$ cat config.mk
export PLATFORM = sky130hd
export DESIGN_NAME = cpu_sram_arbiter
export DESIGN_NICKNAME = d
export VERILOG_FILES = /design/src/rtl/cpu_sram_arbiter.sv
export SDC_FILE = /design/constraint.sdc
export NUM_CORES = 1
export LEC_CHECK = 0
export CAP_MARGIN = 20
export CORE_AREA = 10 10 102 104
export CTS_CLUSTER_SIZE = 8
export DETAILED_ROUTE_END_ITERATION = 16
export DIE_AREA = 0 0 112 114
export PLACE_DENSITY_LB_ADDON = 0.12
export SLEW_MARGIN = 20
export SYNTH_ARGS = -nofsm -noshare
export SYNTH_HDL_FRONTEND = slang
export SYNTH_SLANG_ARGS = --single-unit
$ cat constraint.sdc
create_clock -name clk -period 2.4 [get_ports clk]
set_input_delay 0.36 -clock clk [delete_from_list [all_inputs] [get_ports clk]]
set_output_delay 0.36 -clock clk [all_outputs]
set_load 0.01 [all_outputs]
$ cat src/rtl/cpu_sram_arbiter.sv
// rtl/cpu_sram_arbiter.sv - inst/data SRAM-like arbiter with order FIFO; ARB_RR_EN selects round-robin priority
module cpu_sram_arbiter #(
  parameter int DEPTH = 4,
  parameter int PTR_W = 2
) (
  input  logic        clk,
  input  logic        reset,
  input  logic        inst_sram_en,
  input  logic [1:0]  inst_sram_size,
  input  logic [31:0] inst_sram_addr,
  output logic        inst_sram_addr_ok,
  output logic        inst_sram_data_ok,
  output logic [31:0] inst_sram_rdata,
  input  logic        data_sram_en,
  input  logic        data_sram_wr,
  input  logic [1:0]  data_sram_size,
  input  logic [3:0]  data_sram_we,
  input  logic [31:0] data_sram_addr,
  input  logic [31:0] data_sram_wdata,
  output logic        data_sram_addr_ok,
  output logic        data_sram_data_ok,
  output logic [31:0] data_sram_rdata,
  output logic        sram_en,
  output logic        sram_wr,
  output logic [1:0]  sram_size,
  output logic [3:0]  sram_we,
  output logic [31:0] sram_addr,
  output logic [31:0] sram_wdata,
  input  logic        sram_addr_ok,
  input  logic        sram_data_ok,
  input  logic [31:0] sram_rdata
);

  localparam logic [PTR_W:0] FULL_CNT = DEPTH[PTR_W:0];

  logic [PTR_W:0]   count_q, count_d;
  logic [PTR_W-1:0] wr_ptr_q, wr_ptr_d;
  logic [PTR_W-1:0] rd_ptr_q, rd_ptr_d;
  logic [DEPTH-1:0] fifo_q, fifo_d;
  logic             lock_q, lock_d;
  logic             lock_id_q, lock_id_d;
  logic             sel, full, push, pop, head, locked_en;
`ifdef ARB_RR_EN
  logic             rr_last_q, rr_last_d;
`endif

  // Owner selection: a held lock wins, then a lone requester, then the tie-break policy.
  always_comb begin
    sel = 1'b0;
    if (lock_q) begin
      sel = lock_id_q;
    end else if (inst_sram_en && data_sram_en) begin
`ifdef ARB_RR_EN
      sel = ~rr_last_q;
`else
      sel = 1'b1;
`endif
    end else begin
      sel = data_sram_en;
    end
  end

  assign full      = (count_q == FULL_CNT);
  assign sram_en   = (inst_sram_en | data_sram_en) & ~full;
  assign push      = sram_en & sram_addr_ok;
  // A response with nothing outstanding is a slave protocol error and is ignored.
  assign pop       = sram_data_ok & (count_q != '0);
  assign head      = fifo_q[rd_ptr_q];
  assign locked_en = lock_id_q ? data_sram_en : inst_sram_en;

  // The inst port is read-only, so its write fields are forced to zero.
  assign sram_wr    = sel ? data_sram_wr    : 1'b0;
  assign sram_we    = sel ? data_sram_we    : 4'b0;
  assign sram_wdata = sel ? data_sram_wdata : 32'b0;
  assign sram_size  = sel ? data_sram_size  : inst_sram_size;
  assign sram_addr  = sel ? data_sram_addr  : inst_sram_addr;

  assign inst_sram_addr_ok = push & ~sel;
  assign data_sram_addr_ok = push & sel;
  assign inst_sram_data_ok = pop & ~head;
  assign data_sram_data_ok = pop & head;
  assign inst_sram_rdata   = sram_rdata;
  assign data_sram_rdata   = sram_rdata;

  // Next state for the order FIFO, the grant lock and the round-robin history.
  always_comb begin
    count_d   = count_q;
    wr_ptr_d  = wr_ptr_q;
    rd_ptr_d  = rd_ptr_q;
    fifo_d    = fifo_q;
    lock_d    = lock_q;
    lock_id_d = lock_id_q;
`ifdef ARB_RR_EN
    rr_last_d = push ? sel : rr_last_q;
`endif
    if (push) begin
      fifo_d[wr_ptr_q] = sel;
      wr_ptr_d         = wr_ptr_q + 1'b1;
    end
    if (pop) begin
      rd_ptr_d = rd_ptr_q + 1'b1;
    end
    if (push && !pop) begin
      count_d = count_q + 1'b1;
    end else if (!push && pop) begin
      count_d = count_q - 1'b1;
    end
    // Lock keeps the request fields stable at the slave until it takes the address;
    // a cancelled request (en dropped) releases it.
    if (sram_addr_ok) begin
      lock_d = 1'b0;
    end else if (lock_q && !locked_en) begin
      lock_d = 1'b0;
    end else if (sram_en && !lock_q) begin
      lock_d    = 1'b1;
      lock_id_d = sel;
    end
  end

  // State registers with asynchronous reset.
  always_ff @(posedge clk or posedge reset) begin
    if (reset) begin
      count_q   <= '0;
      wr_ptr_q  <= '0;
      rd_ptr_q  <= '0;
      fifo_q    <= '0;
      lock_q    <= 1'b0;
      lock_id_q <= 1'b0;
`ifdef ARB_RR_EN
      rr_last_q <= 1'b0;
`endif
    end else begin
      count_q   <= count_d;
      wr_ptr_q  <= wr_ptr_d;
      rd_ptr_q  <= rd_ptr_d;
      fifo_q    <= fifo_d;
      lock_q    <= lock_d;
      lock_id_q <= lock_id_d;
`ifdef ARB_RR_EN
      rr_last_q <= rr_last_d;
`endif
    end
  end

endmodule

==> impl_metrics.xml, run 1 <==
<?xml version="1.0" encoding="UTF-8"?>
<metrics>
  <group name="sta">
    <metric name="finalClockSkew" unit="ps">4.32</metric>
    <metric name="slew_violations" unit="">0</metric>
    <metric name="unrepaired_setup_endpoints_after_global_routing" unit="">false</metric>
    <metric name="setup_ws" unit="ps">136</metric>
    <metric name="relSlewSlack" unit="%">64.9</metric>
    <metric name="worst-slew-pin-transition" unit="ps">527</metric>
    <metric name="setup-violations-final" unit="">0</metric>
    <metric name="timing.fmax" unit="MHz">442</metric>
    <metric name="whs" unit="ps">456</metric>
    <metric name="period_minus_slack" unit="ps">2260</metric>
    <metric name="report.final.hold_viol_count" unit="">0</metric>
    <metric name="post-route-period-util" unit="%">94.3</metric>
  </group>
  <group name="route">
    <metric name="dr.pass1.iters" unit="">4</metric>
    <metric name="vias_per_cell" unit="">4.19</metric>
    <metric name="route.final.wire_length" unit="um">9420</metric>
    <metric name="detailroute.via_count" unit="">1859</metric>
    <metric name="detail_route.drc_violations" unit="">0</metric>
    <metric name="post_drt_wl_per_cell" unit="um">21.2</metric>
    <metric name="drt_iter0_drcs" unit="">67</metric>
    <metric name="antenna_left" unit="">0</metric>
  </group>
  <group name="clock_tree">
    <metric name="cts_hold_buf" unit="">0</metric>
    <metric name="clock_sink_count" unit="">13</metric>
    <metric name="worst_setup_hold_path_clk_slew" unit="ps">60</metric>
    <metric name="clock_tree_buf_depth" unit="">2</metric>
    <metric name="htreeDepth" unit="">1</metric>
    <metric name="root_buffer" unit="">sky130_fd_sc_hd__clkbuf_8</metric>
    <metric name="clk-insertion-delay-late" unit="ps">240</metric>
    <metric name="cts_tree" unit="">yes</metric>
    <metric name="cts_bufs_inserted" unit="">3</metric>
  </group>
  <group name="min_path">
    <metric name="worst_min_delay_path_class" unit="">in2async</metric>
  </group>
  <group name="pwr">
    <metric name="share_comb_of_total_power" unit="%">74.0</metric>
    <metric name="sw_frac_of_total" unit="%">37.5</metric>
    <metric name="power.net_switching" unit="uW">905</metric>
    <metric name="finalPower" unit="uW">2410</metric>
    <metric name="cell_internal_pwr" unit="uW">1510</metric>
    <metric name="power.ir.vdd_worst" unit="V">0.000323</metric>
    <metric name="p_seq_share" unit="%">17.7</metric>
    <metric name="cellLeakagePower" unit="uW">0.00188</metric>
    <metric name="power.density" unit="nW/um2">663</metric>
    <metric name="pwr-share-clk" unit="%">8.2</metric>
  </group>
  <group name="yosys">
    <metric name="postSynthCellCount" unit="">204</metric>
    <metric name="synth_cell_type_count" unit="">27</metric>
    <metric name="synth.most_common_cell" unit="">sky130_fd_sc_hd__buf_4</metric>
    <metric name="yosysSeqAreaShare" unit="%">17.4</metric>
    <metric name="postSynthNetCount" unit="">353</metric>
    <metric name="ys.warnings.count" unit="">0</metric>
    <metric name="synthTopCellsByCount" unit="">sky130_fd_sc_hd__buf_4 (64), sky130_fd_sc_hd__nor2b_1 (39), sky130_fd_sc_hd__mux2_2 (36)</metric>
    <metric name="synth_enable_flop_cells" unit="">0</metric>
    <metric name="synth-seq-cells" unit="">13</metric>
    <metric name="async_s_r_ff_share_synth" unit="%">100</metric>
    <metric name="synth_largest_type_area_fraction" unit="%">25.8</metric>
    <metric name="synthesis.area" unit="um2">1860</metric>
    <metric name="synth.top_cells.by_area" unit="">sky130_fd_sc_hd__buf_4 (26%), sky130_fd_sc_hd__mux2_2 (22%), sky130_fd_sc_hd__dfrtp_1 (17%)</metric>
    <metric name="syn_area_per_cell" unit="um2">9.14</metric>
    <metric name="dominantRegCellSynth" unit="">sky130_fd_sc_hd__dfrtp_1</metric>
    <metric name="synthDominantAreaCellType" unit="">sky130_fd_sc_hd__buf_4</metric>
  </group>
  <group name="cells_and_area">
    <metric name="proportion_of_layout_cells_with_a_drive_suffix_above_1" unit="%">18.2</metric>
    <metric name="final_nets" unit="">486</metric>
    <metric name="antenna_cells" unit="">0</metric>
    <metric name="design_area" unit="um2">3640</metric>
    <metric name="layout-area-overhead-vs-synth" unit="%">95.4</metric>
  </group>
  <group name="placement">
    <metric name="place.detailed.hpwl" unit="um">8040</metric>
    <metric name="placedInstanceArea" unit="um2">3460</metric>
    <metric name="detailedPlace.worstSlack" unit="ps">-199</metric>
    <metric name="place_congestion" unit="">0.725</metric>
    <metric name="count_of_input_and_output_buffers" unit="">186</metric>
  </group>
  <group name="die">
    <metric name="initial_utilization" unit="%">22.0</metric>
    <metric name="chipHeight" unit="um">114</metric>
    <metric name="core_rows" unit="">34</metric>
    <metric name="boundaryPins" unit="">283</metric>
    <metric name="dieArea" unit="um2">12800</metric>
    <metric name="core" unit="um2">8470</metric>
    <metric name="dieWidth" unit="um">112</metric>
  </group>
  <group name="global_route">
    <metric name="grt_max_degree" unit="">20</metric>
    <metric name="gr-usage-all-layers" unit="%">13.4</metric>
    <metric name="grt_first_pass_wirelength" unit="um">13400</metric>
    <metric name="grt_remaining_overflow" unit="">0</metric>
    <metric name="grt_pass1_vias" unit="">2014</metric>
    <metric name="antenna_found_initial" unit="">0</metric>
  </group>
  <group name="worst_setup_path">
    <metric name="crit_required" unit="ps">2040</metric>
    <metric name="crit_fanout" unit="">17</metric>
    <metric name="setup.worst_path.start_class" unit="">register</metric>
    <metric name="timing.setup.critical_path_class" unit="">reg2out</metric>
    <metric name="arrival" unit="ps">1900</metric>
    <metric name="timing.critical_path.to_type" unit="">output port</metric>
  </group>
  <group name="run_status">
    <metric name="outcome" unit="">finished clean</metric>
  </group>
  <group name="run">
    <metric name="maximum_capacitance_violations" unit="">0</metric>
  </group>
</metrics>
==> final cells by class <==
type                            instances  area [um2]
Clock buffer                            4        45.0
Fill cell                             858        4820
Inverter                                5        18.8
Multi-Input combinational cell        113        1000
Sequential cell                        13         327
Tap cell                              108         135
Timing Repair Buffer                  201        2120
==> power groups by stage <==
stage | Sequential (uW) | Clock (uW) | Combinational, uW
floorplan | 414 | 0 | 966
global placement | 434 | 0 | 1820
detailed placement | 437 | 0 | 1830
CTS | 431 | 206 | 1870
global route | 449 | 220 | 1950
finish | 428 | 198 | 1790
==> metrics by stage <==
step | TNS (ps) | util, % | std cells
finish | 0 | 43.0 | 444
global route | 0 | 43.0 | 444
CTS | -122 | 41.8 | 444
detailed placement | -7370 | 40.9 | 437
global placement | -6450 | 40.9 | 437
floorplan | 0 | - | 204
==> layer usage <==
metal / global-route usage [%] / wire, um
met3: 8.19 / 1280
met5: 0 / 0
met1: 14.6 / 3510
met2: 22.0 / 4510
met4: 2.37 / 112
==> kinds of logic after synthesis <==
group	count (synthesis)	synth area share, %
compound gates	11	4.29
xor+xnor	6	2.82
fa+ha+maj	6	4.43
buf+inv	78	29.5
flops	13	17.4
mux	40	24.8
simple gates	50	16.7
==> sequential cells by signal (all words and copies together), names as in the netlist <==
signal	count
fifo_q	4
count_q	3
rd_ptr_q	2
wr_ptr_q	2
lock_id_q	1
lock_q	1
==> what timing repair did <==
action / CTS / global route
pin swaps: 0 / 0
setup buffers: 2 / 0
hold endpoints to repair: 0 / 0
cloned: 1 / 0
endpoints found under the setup margin: 66 / 42
resized for setup: 27 / 42
==> final timing paths <==
check                                         from                      end  slack (ps)  cells past startpoint
setup reg to reg            count_q[1]$_DFFE_PP0P_   count_q[1]$_DFFE_PP0P_         270                      6
hold / removal                               reset    fifo_q[2]$_DFFE_PP0P_         460                      2
setup / recovery                lock_q$_DFFE_PP0P_                  sram_wr         140                      5
max in group asynchronous                    reset       lock_q$_DFFE_PP0P_        1570                      2
min in group clk           rd_ptr_q[1]$_DFFE_PP0P_  rd_ptr_q[1]$_DFFE_PP0P_         490                      1
hold reg to reg            rd_ptr_q[1]$_DFFE_PP0P_  rd_ptr_q[1]$_DFFE_PP0P_         490                      1
==> critical path, cell delays in order (launching register included) <==
cell	delay (ps)
sky130_fd_sc_hd__dfrtp_2	430
sky130_fd_sc_hd__mux2i_4	230
sky130_fd_sc_hd__buf_12	150
sky130_fd_sc_hd__buf_16	150
sky130_fd_sc_hd__nor2b_1	120
sky130_fd_sc_hd__clkdlybuf4s50_1	580
==> cells in the final DEF (no fill, tap or decap), types with 3 or more instances in the layout <==
| cell type | synthesis | routed |
|---|---|---|
| sky130_fd_sc_hd__clkbuf_8 | 0 | 3 |
| sky130_fd_sc_hd__xor2_1 | 3 | 3 |
| sky130_fd_sc_hd__buf_12 | 0 | 3 |
| sky130_fd_sc_hd__xnor2_1 | 3 | 3 |
| sky130_fd_sc_hd__dfrtp_1 | 13 | 12 |
| sky130_fd_sc_hd__dlygate4sd2_1 | 0 | 23 |
| sky130_fd_sc_hd__clkdlybuf4s50_1 | 0 | 121 |
| sky130_fd_sc_hd__mux2_2 | 36 | 36 |
| sky130_fd_sc_hd__buf_4 | 64 | 10 |
| sky130_fd_sc_hd__nor2_1 | 5 | 5 |
| sky130_fd_sc_hd__a41oi_1 | 4 | 4 |
| sky130_fd_sc_hd__inv_1 | 5 | 5 |
| sky130_fd_sc_hd__a31oi_1 | 4 | 4 |
| sky130_fd_sc_hd__dlymetal6s2s_1 | 0 | 42 |
| sky130_fd_sc_hd__ha_1 | 5 | 5 |
| sky130_fd_sc_hd__nor2b_1 | 39 | 39 |
Power figures use the tool's default switching activity.
==> run 2, diff against run 1 <==
Settings changed: CORE_AREA 10 10 102 104 to not set, CORE_ASPECT_RATIO set to 0.9, CORE_MARGIN set to 10, CORE_UTILIZATION set to 24, CTS_CLUSTER_SIZE 8 to not set, DIE_AREA 0 0 112 114 to not set.
==> run 2 against run 1 <==
Effect of this change: clock power about the same; via count is 0.75% higher; die area shrank 8.4%; register-to-register slack worse by 20 ps; power down 4.0%; combinational power decreased by 7%; sequential share of layout area grew 0.36 points; cell count is 2.0% lower; clock-buffer cell count decreased by 1; setup slack worse by 14 ps; utilization is 3.4 points higher; global-route usage increased by 1.3 points; largest cell class unchanged.
==> impl_metrics.xml, run 2 (synthesis results as in run 1) <==
<?xml version="1.0" encoding="UTF-8"?>
<metrics>
  <group name="clock_tree">
    <metric name="cts_tree" unit="">yes</metric>
    <metric name="clock_sink_count" unit="">13</metric>
    <metric name="cts_bufs_inserted" unit="">3</metric>
    <metric name="worst_setup_hold_path_clk_slew" unit="ps">60</metric>
    <metric name="clock_tree_buf_depth" unit="">2</metric>
    <metric name="clk-insertion-delay-late" unit="ps">240</metric>
    <metric name="root_buffer" unit="">sky130_fd_sc_hd__clkbuf_8</metric>
    <metric name="htreeDepth" unit="">1</metric>
  </group>
  <group name="cells_and_area">
    <metric name="post-route-util" unit="%">46.4</metric>
    <metric name="register_area" unit="um2">327</metric>
    <metric name="mostFrequentLayoutCell" unit="">sky130_fd_sc_hd__clkdlybuf4s50_1</metric>
    <metric name="filler_cell_count" unit="">777</metric>
    <metric name="antenna_cells" unit="">0</metric>
    <metric name="proportion_of_layout_cells_with_a_drive_suffix_above_1" unit="%">19.2</metric>
    <metric name="largest_register_ff_count" unit="">4</metric>
    <metric name="mostFrequentLayoutCells" unit="">sky130_fd_sc_hd__clkdlybuf4s50_1 (118), sky130_fd_sc_hd__dlygate4sd2_1 (61), sky130_fd_sc_hd__nor2b_1 (39)</metric>
    <metric name="final_nets" unit="">489</metric>
    <metric name="multi_input_area" unit="um2">1000</metric>
    <metric name="largest-register" unit="">fifo_q</metric>
    <metric name="final_cell_count_no_fill" unit="">435</metric>
    <metric name="layout_top_registers" unit="">fifo_q x4, count_q x3</metric>
    <metric name="layout-area-overhead-vs-synth" unit="%">87.9</metric>
  </group>
  <group name="die">
    <metric name="dieArea" unit="um2">11700</metric>
    <metric name="initial_utilization" unit="%">24.7</metric>
    <metric name="core" unit="um2">7540</metric>
    <metric name="core_rows" unit="">30</metric>
    <metric name="chipHeight" unit="um">104</metric>
    <metric name="dieWidth" unit="um">113</metric>
    <metric name="boundaryPins" unit="">283</metric>
  </group>
  <group name="route">
    <metric name="vias_per_cell" unit="">4.31</metric>
    <metric name="route.final.wire_length" unit="um">9090</metric>
    <metric name="drt_iter0_drcs" unit="">101</metric>
    <metric name="antenna_left" unit="">0</metric>
    <metric name="detail_route.drc_violations" unit="">0</metric>
    <metric name="post_drt_wl_per_cell" unit="um">20.9</metric>
    <metric name="dr.pass1.iters" unit="">4</metric>
    <metric name="detailroute.via_count" unit="">1873</metric>
  </group>
  <group name="worst_setup_path">
    <metric name="cp-startpoint" unit="">lock_q$_DFFE_PP0P_</metric>
    <metric name="timing.reg2reg.setup_slack" unit="ps">250</metric>
    <metric name="crit_fanout" unit="">22</metric>
    <metric name="crit_required" unit="ps">2040</metric>
    <metric name="timing.critical_path.to_type" unit="">output port</metric>
    <metric name="r2r-start" unit="">count_q[0]$_DFFE_PP0P_</metric>
    <metric name="timing.setup.critical_path_class" unit="">reg2out</metric>
    <metric name="setup.worst_path.start_class" unit="">register</metric>
    <metric name="arrival" unit="ps">1920</metric>
  </group>
  <group name="global_route">
    <metric name="grt_first_pass_wirelength" unit="um">13300</metric>
    <metric name="gr-usage-all-layers" unit="%">14.6</metric>
    <metric name="grt_remaining_overflow" unit="">0</metric>
    <metric name="grt_pass1_vias" unit="">1989</metric>
    <metric name="antenna_found_initial" unit="">0</metric>
    <metric name="grt_max_degree" unit="">23</metric>
  </group>
  <group name="sta">
    <metric name="period_minus_slack" unit="ps">2280</metric>
    <metric name="finalClockSkew" unit="ps">4.16</metric>
    <metric name="whs" unit="ps">448</metric>
    <metric name="worst-slew-pin-transition" unit="ps">522</metric>
    <metric name="slew_violations" unit="">0</metric>
    <metric name="timing.fmax" unit="MHz">439</metric>
    <metric name="relSlewSlack" unit="%">65.2</metric>
    <metric name="setup_ws" unit="ps">122</metric>
    <metric name="setup-tns-final" unit="ps">0</metric>
    <metric name="report.final.hold_viol_count" unit="">0</metric>
    <metric name="post-route-period-util" unit="%">94.9</metric>
    <metric name="unrepaired_setup_endpoints_after_global_routing" unit="">false</metric>
    <metric name="setup-violations-final" unit="">0</metric>
  </group>
  <group name="pwr">
    <metric name="share_comb_of_total_power" unit="%">72.1</metric>
    <metric name="power.density" unit="nW/um2">662</metric>
    <metric name="sw_frac_of_total" unit="%">37.9</metric>
    <metric name="pwr-share-clk" unit="%">8.7</metric>
    <metric name="cellLeakagePower" unit="uW">0.00161</metric>
    <metric name="cell_internal_pwr" unit="uW">1440</metric>
    <metric name="power.net_switching" unit="uW">878</metric>
    <metric name="power.ir.vdd_worst" unit="V">0.000270</metric>
    <metric name="p_seq_share" unit="%">19.2</metric>
  </group>
  <group name="placement">
    <metric name="count_of_input_and_output_buffers" unit="">186</metric>
    <metric name="place_congestion" unit="">0.800</metric>
    <metric name="numPlacedInstances" unit="">427</metric>
    <metric name="detailedPlace.worstSlack" unit="ps">-149</metric>
    <metric name="place.detailed.hpwl" unit="um">7960</metric>
  </group>
  <group name="run_status">
    <metric name="outcome" unit="">finished clean</metric>
  </group>
  <group name="min_path">
    <metric name="worst_min_delay_path_class" unit="">in2async</metric>
  </group>
  <group name="run">
    <metric name="maximum_capacitance_violations" unit="">0</metric>
  </group>
</metrics>
-- run 2: cell types whose count changed in the layout (fill, tap and decap cells not counted), sizes merged --
cell / before / now
clkbuf: 4 / 3
dlymetal6s2s: 42 / 7
buf: 15 / 17
clkinv: 0 / 1
dlygate4sd2: 23 / 61
clkdlybuf4s50: 121 / 118
bufbuf: 0 / 1
-- run 2: layout make-up --
cell class                      instances  share of cell area, %
Inverter                                5                  0.536
Multi-Input combinational cell        113                   28.6
Clock buffer                            3                   1.18
Sequential cell                        13                   9.32
Clock inverter                          1                  0.143
Tap cell                               96                   3.43
Timing Repair Buffer                  204                   56.8
-- run 2: metrics by stage --
stage	total power, uW	cell area [um2]
2_1_floorplan	1380	1860
3_3_place_gp	2230	3460
3_5_place_dp	2240	3460
4_1_cts	2370	3480
5_1_grt	2500	3500
6_report	2320	3500
-- run 2: what timing repair did --
action                                  in CTS  in global routing
gates cloned                                 1                  0
hold buffers                                 0                  0
setup buffers                                3                  0
resized for setup                           61                  8
endpoints found under the setup margin      48                 14
-- run 2: path summary, 6_finish.rpt --
kind | to | depth (start not counted)
min | fifo_q[3]$_DFFE_PP0P_ | 2
min in group clk | rd_ptr_q[1]$_DFFE_PP0P_ | 1
max in group asynchronous | lock_q$_DFFE_PP0P_ | 2
min reg2reg | rd_ptr_q[1]$_DFFE_PP0P_ | 1
max | sram_wdata[8] | 5
max reg2reg | count_q[1]$_DFFE_PP0P_ | 6
-- run 2: power by group through the flow --
stage	Sequential, uW	Clock [uW]	Combinational (uW)
after floorplan	414	0	966
after global placement	449	0	1780
after detailed placement	449	0	1790
after CTS	447	204	1720
after global routing	464	222	1820
final	445	201	1670
-- run 2: per-layer routing --
metal	global-route usage, %	vias up	share of wire (%)
li1	-	878	-
met1	14.9	865	35
met2	27.6	107	55
met3	5.25	23	8.8
met4	2.81	0	1.3
met5	0	-	0
-- run 2: worst max-delay path: stages (launching register included) --
cell and delay [ps]:
sky130_fd_sc_hd__dfrtp_2 440, sky130_fd_sc_hd__mux2i_4 190, sky130_fd_sc_hd__buf_4 170, sky130_fd_sc_hd__buf_12 160
sky130_fd_sc_hd__nor2b_1 120, sky130_fd_sc_hd__clkdlybuf4s50_1 590
